$ cat config.mk
export PLATFORM = sky130hd
export DESIGN_NAME = bcd_stopwatch_core
export DESIGN_NICKNAME = d
export VERILOG_FILES = /design/src/rtl/bcd_stopwatch_core.sv
export SDC_FILE = /design/constraint.sdc
export NUM_CORES = 1
export LEC_CHECK = 0
export BUFFER_PORTS_ARGS = -buffer_cell sky130_fd_sc_hd__buf_4
export CELL_PAD_IN_SITES_DETAIL_PLACEMENT = 1
export CELL_PAD_IN_SITES_GLOBAL_PLACEMENT = 1
export CORE_MARGIN = 2
export CORE_UTILIZATION = 48
export CTS_CLUSTER_DIAMETER = 150
export DETAILED_ROUTE_END_ITERATION = 10
export PLACE_DENSITY_LB_ADDON = 0.08
export SETUP_SLACK_MARGIN = 0.3
export SYNTH_ARGS = -nofsm -noshare
export SYNTH_HDL_FRONTEND = slang
export SYNTH_SLANG_ARGS = --single-unit
$ cat constraint.sdc
create_clock -name clk -period 2.6 [get_ports clk]
set_clock_uncertainty 0.2 [all_clocks]
set_input_delay 0.52 -clock clk [delete_from_list [all_inputs] [get_ports clk]]
set_output_delay 0.52 -clock clk [all_outputs]
set_load 0.02 [all_outputs]
$ cat src/rtl/bcd_stopwatch_core.sv
// ---------------------------------------------------------------------------
// bcd_stopwatch_core
//
// Four-digit BCD stopwatch for a multiplexed seven-segment display. Two raw
// pushbuttons are synchronised, debounced and turned into single-cycle press
// events. Those events drive an IDLE / RUN / PAUSE state machine. While the
// machine is in RUN, a prescaler produces one count tick every TICK_DIV
// cycles, and each tick advances the 0000-9999 BCD counter.
//
// Parameters
//   TICK_DIV  clk cycles per count increment (>= 2)
//   DEBOUNCE  consecutive stable cycles needed to accept a button change (>= 1)
//
// Ports
//   clk             system clock
//   rst_n           asynchronous, active-low reset
//   btn_start_stop  raw start/stop pushbutton, active-high, asynchronous
//   btn_clear       raw clear pushbutton, active-high, asynchronous
//   digit0..digit3  BCD ones / tens / hundreds / thousands
//   running         high while the machine is in RUN
//   carry_out       one-cycle pulse on the 9999 -> 0000 wrap
//   overflow        sticky wrap flag, cleared by clear press or reset
// ---------------------------------------------------------------------------
module bcd_stopwatch_core #(
    parameter int TICK_DIV = 100000000,
    parameter int DEBOUNCE = 1000000
) (
    input  logic       clk,
    input  logic       rst_n,
    input  logic       btn_start_stop,
    input  logic       btn_clear,
    output logic [3:0] digit0,
    output logic [3:0] digit1,
    output logic [3:0] digit2,
    output logic [3:0] digit3,
    output logic       running,
    output logic       carry_out,
    output logic       overflow
);

    localparam int PW = $clog2(TICK_DIV);
    localparam int DW = (DEBOUNCE > 1) ? $clog2(DEBOUNCE) : 1;

    typedef enum logic [1:0] {
        IDLE  = 2'd0,
        RUN   = 2'd1,
        PAUSE = 2'd2
    } state_t;

    // Index 0 is start/stop and index 1 is clear, for both raw and press.
    logic [1:0] btn_raw;
    logic [1:0] press;

    assign btn_raw = {btn_clear, btn_start_stop};

    // -----------------------------------------------------------------------
    // Per-button path: two-flop synchroniser, then the debounce filter, then
    // rising-edge detection on the debounced level.
    // -----------------------------------------------------------------------
    genvar gi;
    generate
        for (gi = 0; gi < 2; gi++) begin : g_btn
            logic          s1_reg;
            logic          s2_reg;
            logic          stable_reg;
            logic          stable_d_reg;
            logic [DW-1:0] cnt_reg;

            always_ff @(posedge clk or negedge rst_n) begin
                if (!rst_n) begin
                    s1_reg       <= 1'b0;
                    s2_reg       <= 1'b0;
                    stable_reg   <= 1'b0;
                    stable_d_reg <= 1'b0;
                    cnt_reg      <= '0;
                end else begin
                    s1_reg       <= btn_raw[gi];
                    s2_reg       <= s1_reg;
                    stable_d_reg <= stable_reg;
                    // cnt_reg counts consecutive cycles in which the
                    // synchronised level disagrees with the accepted level.
                    // Any agreeing cycle restarts the count, so short glitches
                    // never reach the acceptance threshold.
                    if (s2_reg == stable_reg) begin
                        cnt_reg <= '0;
                    end else if (cnt_reg == DW'(DEBOUNCE - 1)) begin
                        stable_reg <= s2_reg;
                        cnt_reg    <= '0;
                    end else begin
                        cnt_reg <= cnt_reg + DW'(1);
                    end
                end
            end

            // Goes high only for an accepted 0 -> 1 change. A release
            // produces no event.
            assign press[gi] = stable_reg & ~stable_d_reg;
        end
    endgenerate

    logic press_start_stop;
    logic press_clear;

    assign press_start_stop = press[0];
    assign press_clear      = press[1];

    // -----------------------------------------------------------------------
    // Prescaler tick and BCD increment chain
    // -----------------------------------------------------------------------
    state_t          state_reg;
    state_t          state_next;
    logic [PW-1:0]   prescaler_reg;
    logic [3:0][3:0] digit_reg;
    logic [3:0][3:0] digit_next;
    logic [4:0]      inc_en;
    logic            tick;
    logic            wrap;
    logic            running_reg;
    logic            carry_reg;
    logic            overflow_reg;

    assign tick      = (state_reg == RUN) && (prescaler_reg == PW'(TICK_DIV - 1));
    assign inc_en[0] = tick;

    // A digit advances when the tick has rippled through every lower digit
    // that reads 9. All digits are computed from the same cycle's values and
    // update together, so no transient 10-15 code can ever appear.
    generate
        for (gi = 0; gi < 4; gi++) begin : g_digit
            assign inc_en[gi+1]   = inc_en[gi] & (digit_reg[gi] == 4'd9);
            assign digit_next[gi] = !inc_en[gi]             ? digit_reg[gi] :
                                    (digit_reg[gi] == 4'd9) ? 4'd0 :
                                                              digit_reg[gi] + 4'd1;
        end
    endgenerate

    // The carry leaves the thousands digit only on 9999 -> 0000.
    assign wrap = inc_en[4];

    // -----------------------------------------------------------------------
    // Start/stop transitions. The clear press has priority over these and is
    // handled in the register block below.
    // -----------------------------------------------------------------------
    always_comb begin
        state_next = state_reg;
        if (press_start_stop) begin
            unique case (state_reg)
                IDLE:    state_next = RUN;
                RUN:     state_next = PAUSE;
                PAUSE:   state_next = RUN;
                default: state_next = IDLE;
            endcase
        end
    end

    // -----------------------------------------------------------------------
    // State, prescaler, digits and the registered flags
    // -----------------------------------------------------------------------
    always_ff @(posedge clk or negedge rst_n) begin
        if (!rst_n) begin
            state_reg     <= IDLE;
            running_reg   <= 1'b0;
            prescaler_reg <= '0;
            digit_reg     <= '0;
            carry_reg     <= 1'b0;
            overflow_reg  <= 1'b0;
        end else if (press_clear) begin
            state_reg     <= IDLE;
            running_reg   <= 1'b0;
            prescaler_reg <= '0;
            digit_reg     <= '0;
            carry_reg     <= 1'b0;
            overflow_reg  <= 1'b0;
        end else begin
            state_reg   <= state_next;
            running_reg <= (state_next == RUN);
            // The tick depends only on the current state. A pause press that
            // lands on a tick cycle therefore still applies that tick.
            digit_reg   <= digit_next;
            carry_reg   <= wrap;
            if (wrap) begin
                overflow_reg <= 1'b1;
            end
            // In PAUSE the prescaler holds its value, so a resume continues
            // from the same phase instead of restarting the interval.
            if (state_reg == RUN) begin
                prescaler_reg <= tick ? '0 : prescaler_reg + PW'(1);
            end
        end
    end

    assign digit0    = digit_reg[0];
    assign digit1    = digit_reg[1];
    assign digit2    = digit_reg[2];
    assign digit3    = digit_reg[3];
    assign running   = running_reg;
    assign carry_out = carry_reg;
    assign overflow  = overflow_reg;

endmodule

==> results by group <==
Routing
  • Routed wire length: approximately 11 mm
  • Wire length per cell: 17.2 µm
  • Vias per std cell: 5.76
  • Vias: 3,853
  • DR pass1 iterations: 4
  • DRC violations left: 0
  • Antenna Nets Post-Route: 0
  • DRT iter0 DRCs: about 110

Place
  • Pre-CTS setup slack: roughly 0.14 ns
  • Gp weighted congestion: 0.906
  • Port buffer count: 22
  • Placed wire-length estimate: between 7 and 8 mm
  • Cell area after placement: approximately 0.0052 mm²

Global routing
  • Grt total ovfl: 0
  • Gr usage total: between 20% and 30%
  • Global-route wire length before repair: 19.3 mm
  • Vias in the first global route: between 3,000 and 4,000
  • Initial antenna violation count: 0
  • Largest net degree at the start of global routing: between 40 and 50

Power
  • Pleak: 2.41 nW
  • Combinational cell fraction of total power: around 2.7%
  • Worst ir drop on vdd: 346 µV
  • Internal power consumption: about 0.0019 W
  • Sw frac: 25.1%
  • Clock power frac: roughly 37%
  • Switching pwr: around 0.00063 W
  • Sequential power share: between 60% and 70%
  • P per Cell Area: 454 mW/mm²

Floorplan
  • Die width: 105 µm
  • FP Rows: 36
  • # IOs: 23
  • Initial Util: 49.8%
  • Core Area: 0.00982 mm²
  • Die height: 105 µm
  • Full die area: about 0.011 mm²

Critical path
  • Worst reg2reg endpoint: digit2[3]
  • Critical Path Fanout Max: 13
  • Reg2reg path depth: 5
  • Critical path capture point type: register
  • Reg-to-Reg Start: prescaler_reg[12]
  • Worst EP required: ~2.7 ns
  • WS Path Type: register to register
  • R2R Setup Slk: between 0.3 and 0.4 ns
  • Startpoint types: register
  • Critical Path AT: about 2.4 ns

Final layout
  • Design Area, Final: between 0.005 and 0.006 mm²
  • P&R area growth vs syn: 13.2%
  • Nets: roughly 550
  • Max FFs per register: 40
  • Share of cells above drive strength 1: between 10% and 20%
  • N_diodes: 0

Clocking
  • CTS root buffer: clkbuf_8
  • Clock Latency Late Sink: 0.39 ns
  • Clock buffer depth: 2
  • H-Tree Depth: 3
  • CTS buffer count: 9
  • CTS tree: yes
  • Total clock sinks: 96
  • CTS clock-pin slew for the worst setup and hold paths: roughly 0.10 ns

Synth
  • Asr flop ratio synth: 100%
  • Complex-gate fraction of the synthesized area: approximately 6.7%
  • Synth warnings: 0
  • Synthesized area: between 0.004 and 0.005 mm²
  • Distinct cell type count after synthesis: 55
  • Cells after Synth: approximately 490
  • Adder-cell share of the synthesized area: 2.81%
  • Main synth FF type: dfrtp_1
  • Fraction of synthesized area in multiplexers: under 10%
  • Post-synthesis sequential area ratio: approximately half
  • Simple-Gate Fraction of Synth Area: between 20% and 30%
  • Synthesized-area fraction occupied by xor and xnor cells: approximately 9.8%
  • Largest family of logic cells by synthesized area: simple AND/OR/NAND/NOR gates
  • Number of flops mapped to enable cells by yosys: 0
  • Avg Cell Area, Syn: 9.96 µm²
  • FF+latch count, synth: 96
  • Net Count, Synth: just over 500

Timing
  • Final min period: about 2.3 ns
  • Worst slew pin tran: ~0.69 ns
  • Setup TNS: 0 ns
  • Final setup fails: 0
  • Final hold viol count: 0
  • RSZ-0062 raised after global routing: yes
  • Setup WS post-layout: ~0.32 ns
  • Fraction of the cycle the final worst path needs: approximately 88%
  • Max Fclk: 0.439 GHz
  • Fin. max-slew vios: 0
  • Slew Limit Headroom: a little over half

Min path
  • Worst hold stages: 1
  • Hold Crit Start: btn_clear
  • Hold Path Class: input port to register
  • Hold path endpoint: g_btn[1].s1_reg

Run status
  • Outcome: finished clean

Job
  • Max_cap viols: 0
[stage by stage]
step	instances	hold slack (ns)	util (%)	power, W
3_5_place_dp	644	0.142	53.4	0.00161
3_3_place_gp	644	0.137	53.4	0.00161
5_1_grt	669	0.0140	56.4	0.00262
4_1_cts	665	0.0220	55.8	0.00255
6_report	669	0.0347	56.4	0.00251
2_1_floorplan	491	0.0244	-	0.00156
[kinds of logic (layout without fill, tap and decap cells)]
kind of cell | Yosys count | after routing
compound gates | 52 | 53
xor+xnor | 55 | 55
fa+ha+maj | 11 | 11
buf+inv | 30 | 74
flops | 96 | 96
mux | 5 | 5
simple gates | 242 | 242
[power groups by stage]
stage,registers [W],clock network [W],logic [W]
final,0.00151,0.000934,0.0000681
after global routing,0.00151,0.00102,0.0000791
after CTS,0.00151,0.000966,0.0000704
after detailed placement,0.00154,0,0.0000690
after global placement,0.00154,0,0.0000655
after floorplan,0.00154,0,0.0000235
[layout make-up]
type                       count  area [µm²]
clock buffer                  10         128
clock inverter                 6        51.3
fill                        1146        4280
inverter                      17        63.8
multi-input combinational    366        2400
sequential                    96        2400
tap                          133         166
timing repair buffer          41         323
[repair_timing]
action | in CTS | in global routing
endpoints found under the setup margin | 24 | 42
endpoints found under the hold margin | 33 | 0
buffers inserted | 3 | 4
gates cloned | 1 | 0
pin swaps | 1 | 6
gates resized for setup | 3 | 7
hold buffers | 1 | 0
[worst max-delay path by stage]
stage                       from                end  depth (start not counted)
6_report       prescaler_reg[12]          digit2[3]                          5
5_1_grt                digit0[1]          digit3[2]                          7
4_1_cts                digit0[1]          digit3[2]                          7
3_5_place_dp   prescaler_reg[12]          digit2[3]                          5
3_3_place_gp   prescaler_reg[12]          digit2[3]                          5
2_1_floorplan   prescaler_reg[0]  prescaler_reg[12]                          7
[layout by cell type (no fill, tap or decap), types with 3 or more instances in the layout]
cell,instances
or3_1,11
nand2_1,32
o21ai_0,15
and3_1,9
a31oi_1,6
clkinvlp_4,3
nand4_1,21
nand4_4,3
xnor2_1,23
nand3_1,23
nor2_1,72
nor3_1,10
and2_1,4
or4_1,9
mux2_2,3
nor2b_1,5
and4_1,6
a21oi_1,19
dfrtp_1,94
nor4_1,5
ha_1,11
inv_1,17
buf_4,39
clkbuf_8,9
xor2_1,32
nor4b_1,4
nand4b_1,4
o31ai_1,4
and3b_1,3
[routing by layer]
layer  vias up  track usage (%)  wire (µm)
li1       1815                -          -
met1      1961             28.2       5220
met2        63             36.8       5760
met3        14             4.18        363
met4         0             7.43        143
met5         -                0          0
[critical path: stages (launching register included)]
cell and delay (ns):
dfrtp_1 0.46, nor4_4 0.35, and4_4 0.33, nand4_4 0.17, or4_1 0.50, a21oi_1 0.18
[cells in the mapped netlist, drive strengths merged (2+ instances only)]
cell type / count / area, µm²
nand2b: 2 / 12.5
and4: 8 / 72.6
nor4b: 4 / 35.0
nor2b: 5 / 31.3
buf: 8 / 60.1
or3: 12 / 76.3
and2: 5 / 31.3
ha: 11 / 138
and3: 10 / 62.6
nor3: 11 / 60.1
and3b: 3 / 26.3
nand2: 32 / 120
or4: 11 / 87.6
or2: 2 / 12.5
nand3b: 2 / 15.0
nand4b: 4 / 35.0
mux2i: 2 / 20.0
xnor2: 23 / 201
mux2: 3 / 33.8
xor2: 32 / 280
nand3: 23 / 115
a21oi: 19 / 95.1
nor2: 74 / 283
nand4: 24 / 178
o31ai: 4 / 30.0
clkbuf: 5 / 18.8
nor4: 8 / 71.3
a31oi: 7 / 58.8
dfrtp: 96 / 2400
inv: 17 / 63.8
o21ai: 16 / 91.3
Note: power is estimated with default switching activity, not from simulation.
